### src/rtl/reg_pipe_pkg.sv
// rtl/reg_pipe_pkg.sv - shared helpers for the register pipeline
//
// Purpose: holds the occupancy-width function so the top and any consumer
// size the occupancy count identically.
// Ports: none (package).
package reg_pipe_pkg;

    // Occupancy must represent 0..depth inclusive, hence depth+1 values.
    function automatic int occ_width(input int depth);
        int w;
        w = $clog2(depth + 1);
        return (w < 1) ? 1 : w;
    endfunction

endpackage

### src/rtl/reg_pipe_stage.sv
// rtl/reg_pipe_stage.sv - one valid+data register stage of the pipeline
//
// Purpose: a single {valid, data} register with asynchronous reset.
// Ports:
//   clk      - rising-edge clock
//   reset    - asynchronous active-high reset
//   en       - stage may take new contents this edge
//   flush    - synchronous clear (overrides en)
//   up_valid - valid of the upstream stage
//   up_data  - data of the upstream stage
//   valid    - stage holds valid data
//   data     - stage data
module reg_pipe_stage #(
    parameter int               WIDTH             = 8,
    parameter logic [WIDTH-1:0] RESET_VAL         = '0,
    parameter bit               FLUSH_CLEARS_DATA = 1'b1
) (
    input  logic             clk,
    input  logic             reset,
    input  logic             en,
    input  logic             flush,
    input  logic             up_valid,
    input  logic [WIDTH-1:0] up_data,
    output logic             valid,
    output logic [WIDTH-1:0] data
);

    logic             valid_q;
    logic [WIDTH-1:0] data_q;

    always_ff @(posedge clk or posedge reset) begin
        if (reset) begin
            valid_q <= 1'b0;
            data_q  <= RESET_VAL;
        end else if (flush) begin
            valid_q <= 1'b0;
            if (FLUSH_CLEARS_DATA) begin
                data_q <= RESET_VAL;
            end
        end else if (en) begin
            valid_q <= up_valid;
            // Data only loads with a valid word so X on an idle bus never
            // reaches the register.
            if (up_valid) begin
                data_q <= up_data;
            end
        end
    end

    assign valid = valid_q;
    assign data  = data_q;

endmodule

### src/rtl/reg_pipeline_async_reset.sv
// rtl/reg_pipeline_async_reset.sv - DEPTH-stage valid/ready register pipeline
//
// Purpose: generic retiming/delay element with per-stage backpressure,
// synchronous flush and an occupancy count; all storage resets asynchronously.
// Ports:
//   clk       - rising-edge clock
//   reset     - asynchronous active-high reset
//   flush     - synchronous clear of all stages, blocks input that edge
//   in_valid  - upstream data valid
//   in_ready  - pipeline accepts in_data this cycle
//   in_data   - upstream data
//   out_valid - last stage holds valid data
//   out_ready - downstream accepts out_data this cycle
//   out_data  - last stage data
//   occupancy - number of valid stages (0..DEPTH)
module reg_pipeline_async_reset
    import reg_pipe_pkg::*;
#(
    parameter int               WIDTH             = 8,
    parameter int               DEPTH             = 4,
    parameter logic [WIDTH-1:0] RESET_VAL         = '0,
    parameter bit               FLUSH_CLEARS_DATA = 1'b1
) (
    input  logic                          clk,
    input  logic                          reset,
    input  logic                          flush,
    input  logic                          in_valid,
    output logic                          in_ready,
    input  logic [WIDTH-1:0]              in_data,
    output logic                          out_valid,
    input  logic                          out_ready,
    output logic [WIDTH-1:0]              out_data,
    output logic [occ_width(DEPTH)-1:0]   occupancy
);

    localparam int OCC_W = occ_width(DEPTH);

    logic [DEPTH-1:0] v;
    logic [WIDTH-1:0] d [DEPTH];
    logic [DEPTH:0]   rdy;
    logic             push;

    // Ready ripples back from the output: a stage can load when it is empty
    // or when its successor is loading this same edge.
    always_comb begin
        rdy        = '0;
        rdy[DEPTH] = out_ready;
        for (int i = DEPTH - 1; i >= 0; i--) begin
            rdy[i] = !v[i] || rdy[i + 1];
        end
    end

    assign in_ready = rdy[0] && !flush && !reset;
    assign push     = in_valid && in_ready;

    for (genvar i = 0; i < DEPTH; i++) begin : g_stage
        logic             up_valid;
        logic [WIDTH-1:0] up_data;

        if (i == 0) begin : g_first
            assign up_valid = push;
            assign up_data  = in_data;
        end else begin : g_rest
            assign up_valid = v[i - 1];
            assign up_data  = d[i - 1];
        end

        reg_pipe_stage #(
            .WIDTH            (WIDTH),
            .RESET_VAL        (RESET_VAL),
            .FLUSH_CLEARS_DATA(FLUSH_CLEARS_DATA)
        ) u_stage (
            .clk     (clk),
            .reset   (reset),
            .en      (rdy[i]),
            .flush   (flush),
            .up_valid(up_valid),
            .up_data (up_data),
            .valid   (v[i]),
            .data    (d[i])
        );
    end

    always_comb begin
        occupancy = '0;
        for (int i = 0; i < DEPTH; i++) begin
            occupancy = occupancy + OCC_W'(v[i]);
        end
    end

    assign out_valid = v[DEPTH - 1];
    assign out_data  = d[DEPTH - 1];

endmodule
### config.mk
export PLATFORM = sky130hd
export DESIGN_NAME = reg_pipeline_async_reset
export DESIGN_NICKNAME = d
export VERILOG_FILES = /design/src/rtl/reg_pipe_pkg.sv /design/src/rtl/reg_pipe_stage.sv /design/src/rtl/reg_pipeline_async_reset.sv
export SDC_FILE = /design/constraint.sdc
export NUM_CORES = 1
export LEC_CHECK = 0
export ABC_AREA = 1
export CAP_MARGIN = 20
export CORE_ASPECT_RATIO = 1.4
export CORE_MARGIN = 5
export CORE_UTILIZATION = 47
export CTS_BUF_LIST = sky130_fd_sc_hd__clkbuf_16
export CTS_CLUSTER_SIZE = 14
export DETAILED_ROUTE_END_ITERATION = 6
export HOLD_SLACK_MARGIN = 0.12
export PLACE_DENSITY = 0.74
export SYNTH_ARGS = -nofsm -noshare
export SYNTH_HDL_FRONTEND = slang
export SYNTH_SLANG_ARGS = --single-unit
export TNS_END_PERCENT = 10
### constraint.sdc
create_clock -name clk -period 1.9 [get_ports clk]
set_input_delay 0.38 -clock clk [delete_from_list [all_inputs] [get_ports clk]]
set_output_delay 0.38 -clock clk [all_outputs]
set_load 0.02 [all_outputs]
==> impl_metrics.ini, run 1 <==
[clocking]
clk_path_buf_depth = 2
cts_tree = yes
insertion_delay_ps = 280
hold_buffers = 0
cts_buffers = 5
cts.sinks = 36
path_clk_slew_ps = 50
htree_levels = 2
root_buffer = clkbuf_16
postCtsSetupRepairBufs = 0

[worst_setup_path]
cp_max_fo = 2
cp_num_buf_inv = 3
worstSetupStartpointType = flop
critPathCaptureType = output port
critical_path_class = reg -> out
r2r_cells = 9
r2r-start = g_stage[3].u_stage.valid
crit_family = adder cells
reg2reg_to = g_stage[2].u_stage.data[1]
required_ps = 1520
cpMaxStageDelayCell = fa_1
max_stage_delay_ps = 560
cp_cell_sequence = inv_2, fa_1, inv_2, ha_4, ha_4, buf_6
r2r_slack_ps = 400
arrival_ps = 1840
path_depth = 6

[finish]
postLayoutCellArea_sq_um = 2150
diodes = 0
n_fill_cell = 271
final_nets = 231
instances_no_fill = 256
area_delta_synth_final_pct = 32.4
drive_gt1_frac = 0.185

[route]
drc = 0
routed_wl_um = 3230
drt-vias-per-instance = 4.92
wl_per_cell_um = 12.6
drtAntennaViolNets = 0
drt_first_pass_iters = 6
drt-initial-drc-count = 25
via_count = 1260

[outcome]
violations = setup timing
outcome = complete, but fails checks

[synthesis]
synth_nets = 190
yosysSeqAreaShare = 0.555
postSynthCellCount = 174
synth.top_cells.by_area = dfrtp_1 55%, nand2_1 11%, inv_1 6.5%
yosysTopAreaCell = dfrtp_1
ys_types = 22
ys_warn_count = 0
synth_xor_area_frac = 0
synth_compound_area_frac = 0.0809
synth_top_family_by_area = simple AND/OR/NAND/NOR gates
synth_top_area_share = 0.555
synth_mux_area_frac = 0
synthAdderAreaFrac = 0.0277
syn_area_sq_um = 1620
synth-seq-cells = 36
avgSynthCellArea_sq_um = 9.33
yosys.area_share.simple = 0.244

[global_routing]
grt_max_degree = 37
grt_usage = 0.163
grt_pass1_vias = 1300
grt_pass1_wl_um = 5690
grt.overflow.total = 0
antenna_found_initial = 0

[timing]
setup_viol = 3
hold_viol_final = 0
relSlewSlack = 0.695
max_freq_mhz = 451
finClkSkew_ps = 4.53
fin_ws_ps = -318
worst_pin_slew_ps = 457
rsz0062_at_grt = true
fin_crit_sh = 1.17
min_period_ps = 2220
timing.final.max_slew_violations = 0

[worst_hold_path]
hp-class = reg -> reg
whs_endpoint = g_stage[1].u_stage.data[1]
min_path_cells = 2
hp-start = g_stage[1].u_stage.data[1]

[placed_design]
dp_hpwl_um = 2350
dpl_cell_area_sq_um = 2000
portBuffers = 25
place.gp.congestion = 0.744
placedCellCount = 248

[power]
vdd_drop_max_mv = 0.724
power_density_nw_per_um2 = 787
leakage_nw = 1.04

[die]
core_sq_um = 3350
io_pins = 26
fp-row-count = 25
fp.dieH_um = 79.6
start_util = 0.485
dieArea_sq_um = 4750
die_x_um = 59.7

[run]
cap_violations = 0
==> synthesized netlist by cell type (all sizes together) <==
cell,n
nand4,8
buf,3
inv,30
o21ai,12
nor2,6
a21oi,2
nand2,50
nand3,15
o22ai,8
ha,2
clkbuf,1
dfrtp,36
fa,1
==> layout make-up <==
| type | instances | area (sq um) | share of cell area |
|---|---|---|---|
| inverters | 30 | 113 | 0.0524 |
| multi-input cells | 104 | 598 | 0.278 |
| clock buffers | 5 | 125 | 0.0582 |
| clock inverters | 3 | 15.0 | 0.00698 |
| repair buffers | 38 | 347 | 0.161 |
| well taps | 40 | 50.0 | 0.0233 |
| flip-flops and latches | 36 | 902 | 0.420 |
==> metal layers <==
layer | GRT usage | vias up | share of wire
met4 | 0.0798 | 0 | 0.023
met2 | 0.295 | 28 | 0.54
li1 | - | 638 | -
met3 | 0.0502 | 7 | 0.053
met5 | 0 | - | 0
met1 | 0.161 | 587 | 0.38
==> logic make-up after synthesis <==
| family | Yosys count |
|---|---|
| AND/OR/NAND/NOR | 79 |
| buffers and inverters | 34 |
| adder cells (fa/ha/maj) | 3 |
| AO/OA/AOI/OAI | 22 |
| flip-flops | 36 |
==> worst register-to-register path: cells and delay by family (launching register included) <==
kind	cells	cell delay (ps)
AOI/OAI and AO/OA	1	100
and+or+nand+nor	5	570
DFF	1	400
buffers and inverters	3	350
==> registers in the layout (all words and copies together) (netlist names) <==
name / flops
g_stage.u_stage.data: 32
g_stage.u_stage.valid: 4
==> where the power goes <==
part / switching [mW] / internal, mW
logic: 0.0784 / 0.0606
clock network: 0.285 / 0.475
registers: 0.00899 / 0.783
total: 0.372 / 1.32
==> worst max-delay path by stage <==
stage,from,end,slack (ps)
3_3_place_gp,g_stage[3].u_stage.valid,occupancy[1],-450
6_report,g_stage[3].u_stage.valid,occupancy[1],-320
4_1_cts,g_stage[3].u_stage.valid,occupancy[1],-330
3_5_place_dp,g_stage[0].u_stage.valid,occupancy[1],-510
2_1_floorplan,g_stage[3].u_stage.valid,occupancy[1],20
5_1_grt,g_stage[3].u_stage.valid,occupancy[1],-350
==> cell usage in the layout (no fill, tap or decap), drive strengths merged <==
master,n
a21oi,2
dfrtp,36
nand4,8
nand3,15
nand2,50
clkinvlp,1
clkdlybuf4s50,21
clkbuf,6
clkinv,1
o21ai,12
buf,16
ha,2
nor2,6
fa,1
inv,31
o22ai,8
==> metrics by stage <==
step                setup TNS [ps]   util  setup slack [ps]  hold slack (ps)  total power, mW
floorplan                        0      -              19.1              442            0.882
global placement             -1300  0.598              -449              455            0.936
CTS                           -725  0.643              -328              473             1.71
finish                        -693  0.642              -318              468             1.69
global route                  -804  0.642              -353              493             1.77
detailed placement           -1530  0.598              -512              460            0.942
==> timing repair <==
item | CTS | global route
gates resized for setup | 22 | 2
setup endpoints to repair | 4 | 4
gates cloned | 0 | 0
No activity file was read; power rests on OpenSTA's default activity.
==> inputs of run 2 (changes only) <==
- CORE_ASPECT_RATIO: 1.4 -> not set
- REMOVE_ABC_BUFFERS: not set -> 1
- SLEW_MARGIN: not set -> 25
==> run 2 against run 1 <==
The run still ends with setup timing left; die area down 0.34%; critical path depth unchanged; clock power up 0.9%; critical path type unchanged; critical endpoint unchanged.
==> impl_metrics.ini, run 2 (synthesis results as in run 1) <==
[finish]
instances_no_fill = 263
area_delta_synth_final_pct = 33.1
largest_register_ffs = 32
mostFrequentLayoutCell = nand2_1
n_fill_cell = 271
final_cell_mix = 49 x nand2_1, 36 x dfrtp_1, 26 x inv_1
postLayoutCellArea_sq_um = 2160
final_util = 0.648
multiInputGateArea_sq_um = 598
seq_area_sq_um = 901
drive_gt1_frac = 0.189
final_nets = 232
diodes = 0

[worst_setup_path]
worstSetupStartpointType = flop
cp_num_buf_inv = 3
r2r_cells = 10
cpMaxStageDelayCell = fa_1
r2r_slack_ps = 350
cp_max_fo = 2
required_ps = 1520
critPathCaptureType = output port
cp-startpoint = g_stage[1].u_stage.valid
reg2reg_to = g_stage[2].u_stage.data[0]
endpoint = occupancy[1]
arrival_ps = 1820
critical_path_class = reg -> out
crit_family = adder cells
cp_cell_sequence = inv_2, fa_1, inv_2, ha_4, ha_4, buf_6
max_stage_delay_ps = 550
r2r-start = g_stage[3].u_stage.valid
path_depth = 6

[global_routing]
grt_max_degree = 37
grt_usage = 0.171
grt.overflow.total = 0
grt_pass1_wl_um = 5870
grt_pass1_vias = 1372
antenna_found_initial = 0

[power]
netSwitchingPower_mw = 0.379
power_density_nw_per_um2 = 785
internal_power_mw = 1.32
vdd_drop_max_mv = 0.415
leakage_nw = 1.05
p_total_mw = 1.70
switching_share = 0.223
pwr-share-clk = 0.452
combinationalPowerShare = 0.081
pwr-share-seq = 0.467

[timing]
max_freq_mhz = 454
timing.final.max_slew_violations = 0
min_period_ps = 2200
worst_pin_slew_ps = 443
setup_viol = 3
final.setup.tns_ps = -660
hold_viol_final = 0
relSlewSlack = 0.705
finClkSkew_ps = 2.23
rsz0062_at_grt = true
fin_ws_ps = -302
fin_crit_sh = 1.16

[placed_design]
dpl_cell_area_sq_um = 1990
dp_hpwl_um = 2370
placedCellCount = 254
place.gp.congestion = 0.808
portBuffers = 25

[worst_hold_path]
hp-class = reg -> reg

[clocking]
htree_levels = 2
root_buffer = clkbuf_16
clk_path_buf_depth = 2
cts_tree = yes
path_clk_slew_ps = 50
cts_buffers = 5
hold_buffers = 0
cts.sinks = 36
insertion_delay_ps = 280

[route]
drc = 0
drt-vias-per-instance = 4.85
drt_first_pass_iters = 6
drtAntennaViolNets = 0
drt-initial-drc-count = 42
via_count = 1275
routed_wl_um = 3190
wl_per_cell_um = 12.1

[die]
die_x_um = 68.8
start_util = 0.487
fp.dieH_um = 68.8
io_pins = 26
core_sq_um = 3340
dieArea_sq_um = 4730
fp-row-count = 21

[run]
cap_violations = 0

[outcome]
violations = setup timing
outcome = complete, but fails checks
==> run 2: changes by cell type in the layout (fill, tap and decap cells not counted), sizes merged <==
cell,change
clkbuf,-1
inv,-1
clkinvlp,-1
buf,+2
clkinv,+2
==> run 2: cell type report <==
cell class / instances / area share
Sequential cell: 36 / 0.417
Multi-Input combinational cell: 104 / 0.277
Timing Repair Buffer: 39 / 0.164
Clock buffer: 5 / 0.0579
Inverter: 30 / 0.0521
Tap cell: 46 / 0.0266
Clock inverter: 3 / 0.00637
==> run 2: worst min path at each step <==
stage | start | end | slack (ps) | cells after the start
CTS | g_stage[1].u_stage.data[0] | g_stage[1].u_stage.data[0] | 470 | 2
finish | g_stage[1].u_stage.data[0] | g_stage[1].u_stage.data[0] | 470 | 2
global placement | g_stage[1].u_stage.data[4] | g_stage[1].u_stage.data[4] | 450 | 2
global route | g_stage[1].u_stage.data[5] | g_stage[1].u_stage.data[5] | 500 | 2
detailed placement | g_stage[1].u_stage.data[0] | g_stage[1].u_stage.data[0] | 460 | 2
floorplan | g_stage[1].u_stage.data[0] | g_stage[1].u_stage.data[0] | 440 | 2
==> run 2: what timing repair did <==
| action | 4_1_cts | 5_1_grt |
|---|---|---|
| setup buffers | 1 | 0 |
| gates resized for setup | 25 | 2 |
| setup endpoints to repair | 4 | 4 |
| endpoints found under the hold margin | 0 | 0 |
| pin swaps | 1 | 1 |
| cloned | 0 | 0 |
==> run 2: per-layer routing <==
layer  wire (um)  vias up  GRT usage
met1        1370      604      0.185
met2        1600       26      0.300
met5           0        -          0
met3         157        6     0.0583
met4          68        0     0.0730
li1            -      639          -
==> run 2: worst min-delay path, cell delays in order (launching register included) <==
cell and delay [ps]:
dfrtp_1 340, nand2_1 50, nand2_1 40
==> run 2: metrics by stage <==
stage / setup slack, ps / hold WS, ps
floorplan: -108 / 442
finish: -302 / 468
CTS: -296 / 472
detailed placement: -508 / 459
global route: -329 / 500
global placement: -450 / 455
==> run 2: power groups by stage <==
stage	sequential [mW]	combinational, mW	clock, mW
6_report	0.793	0.138	0.767
4_1_cts	0.792	0.141	0.792
2_1_floorplan	0.804	0.0648	0
3_3_place_gp	0.804	0.131	0
5_1_grt	0.794	0.156	0.813
3_5_place_dp	0.805	0.137	0
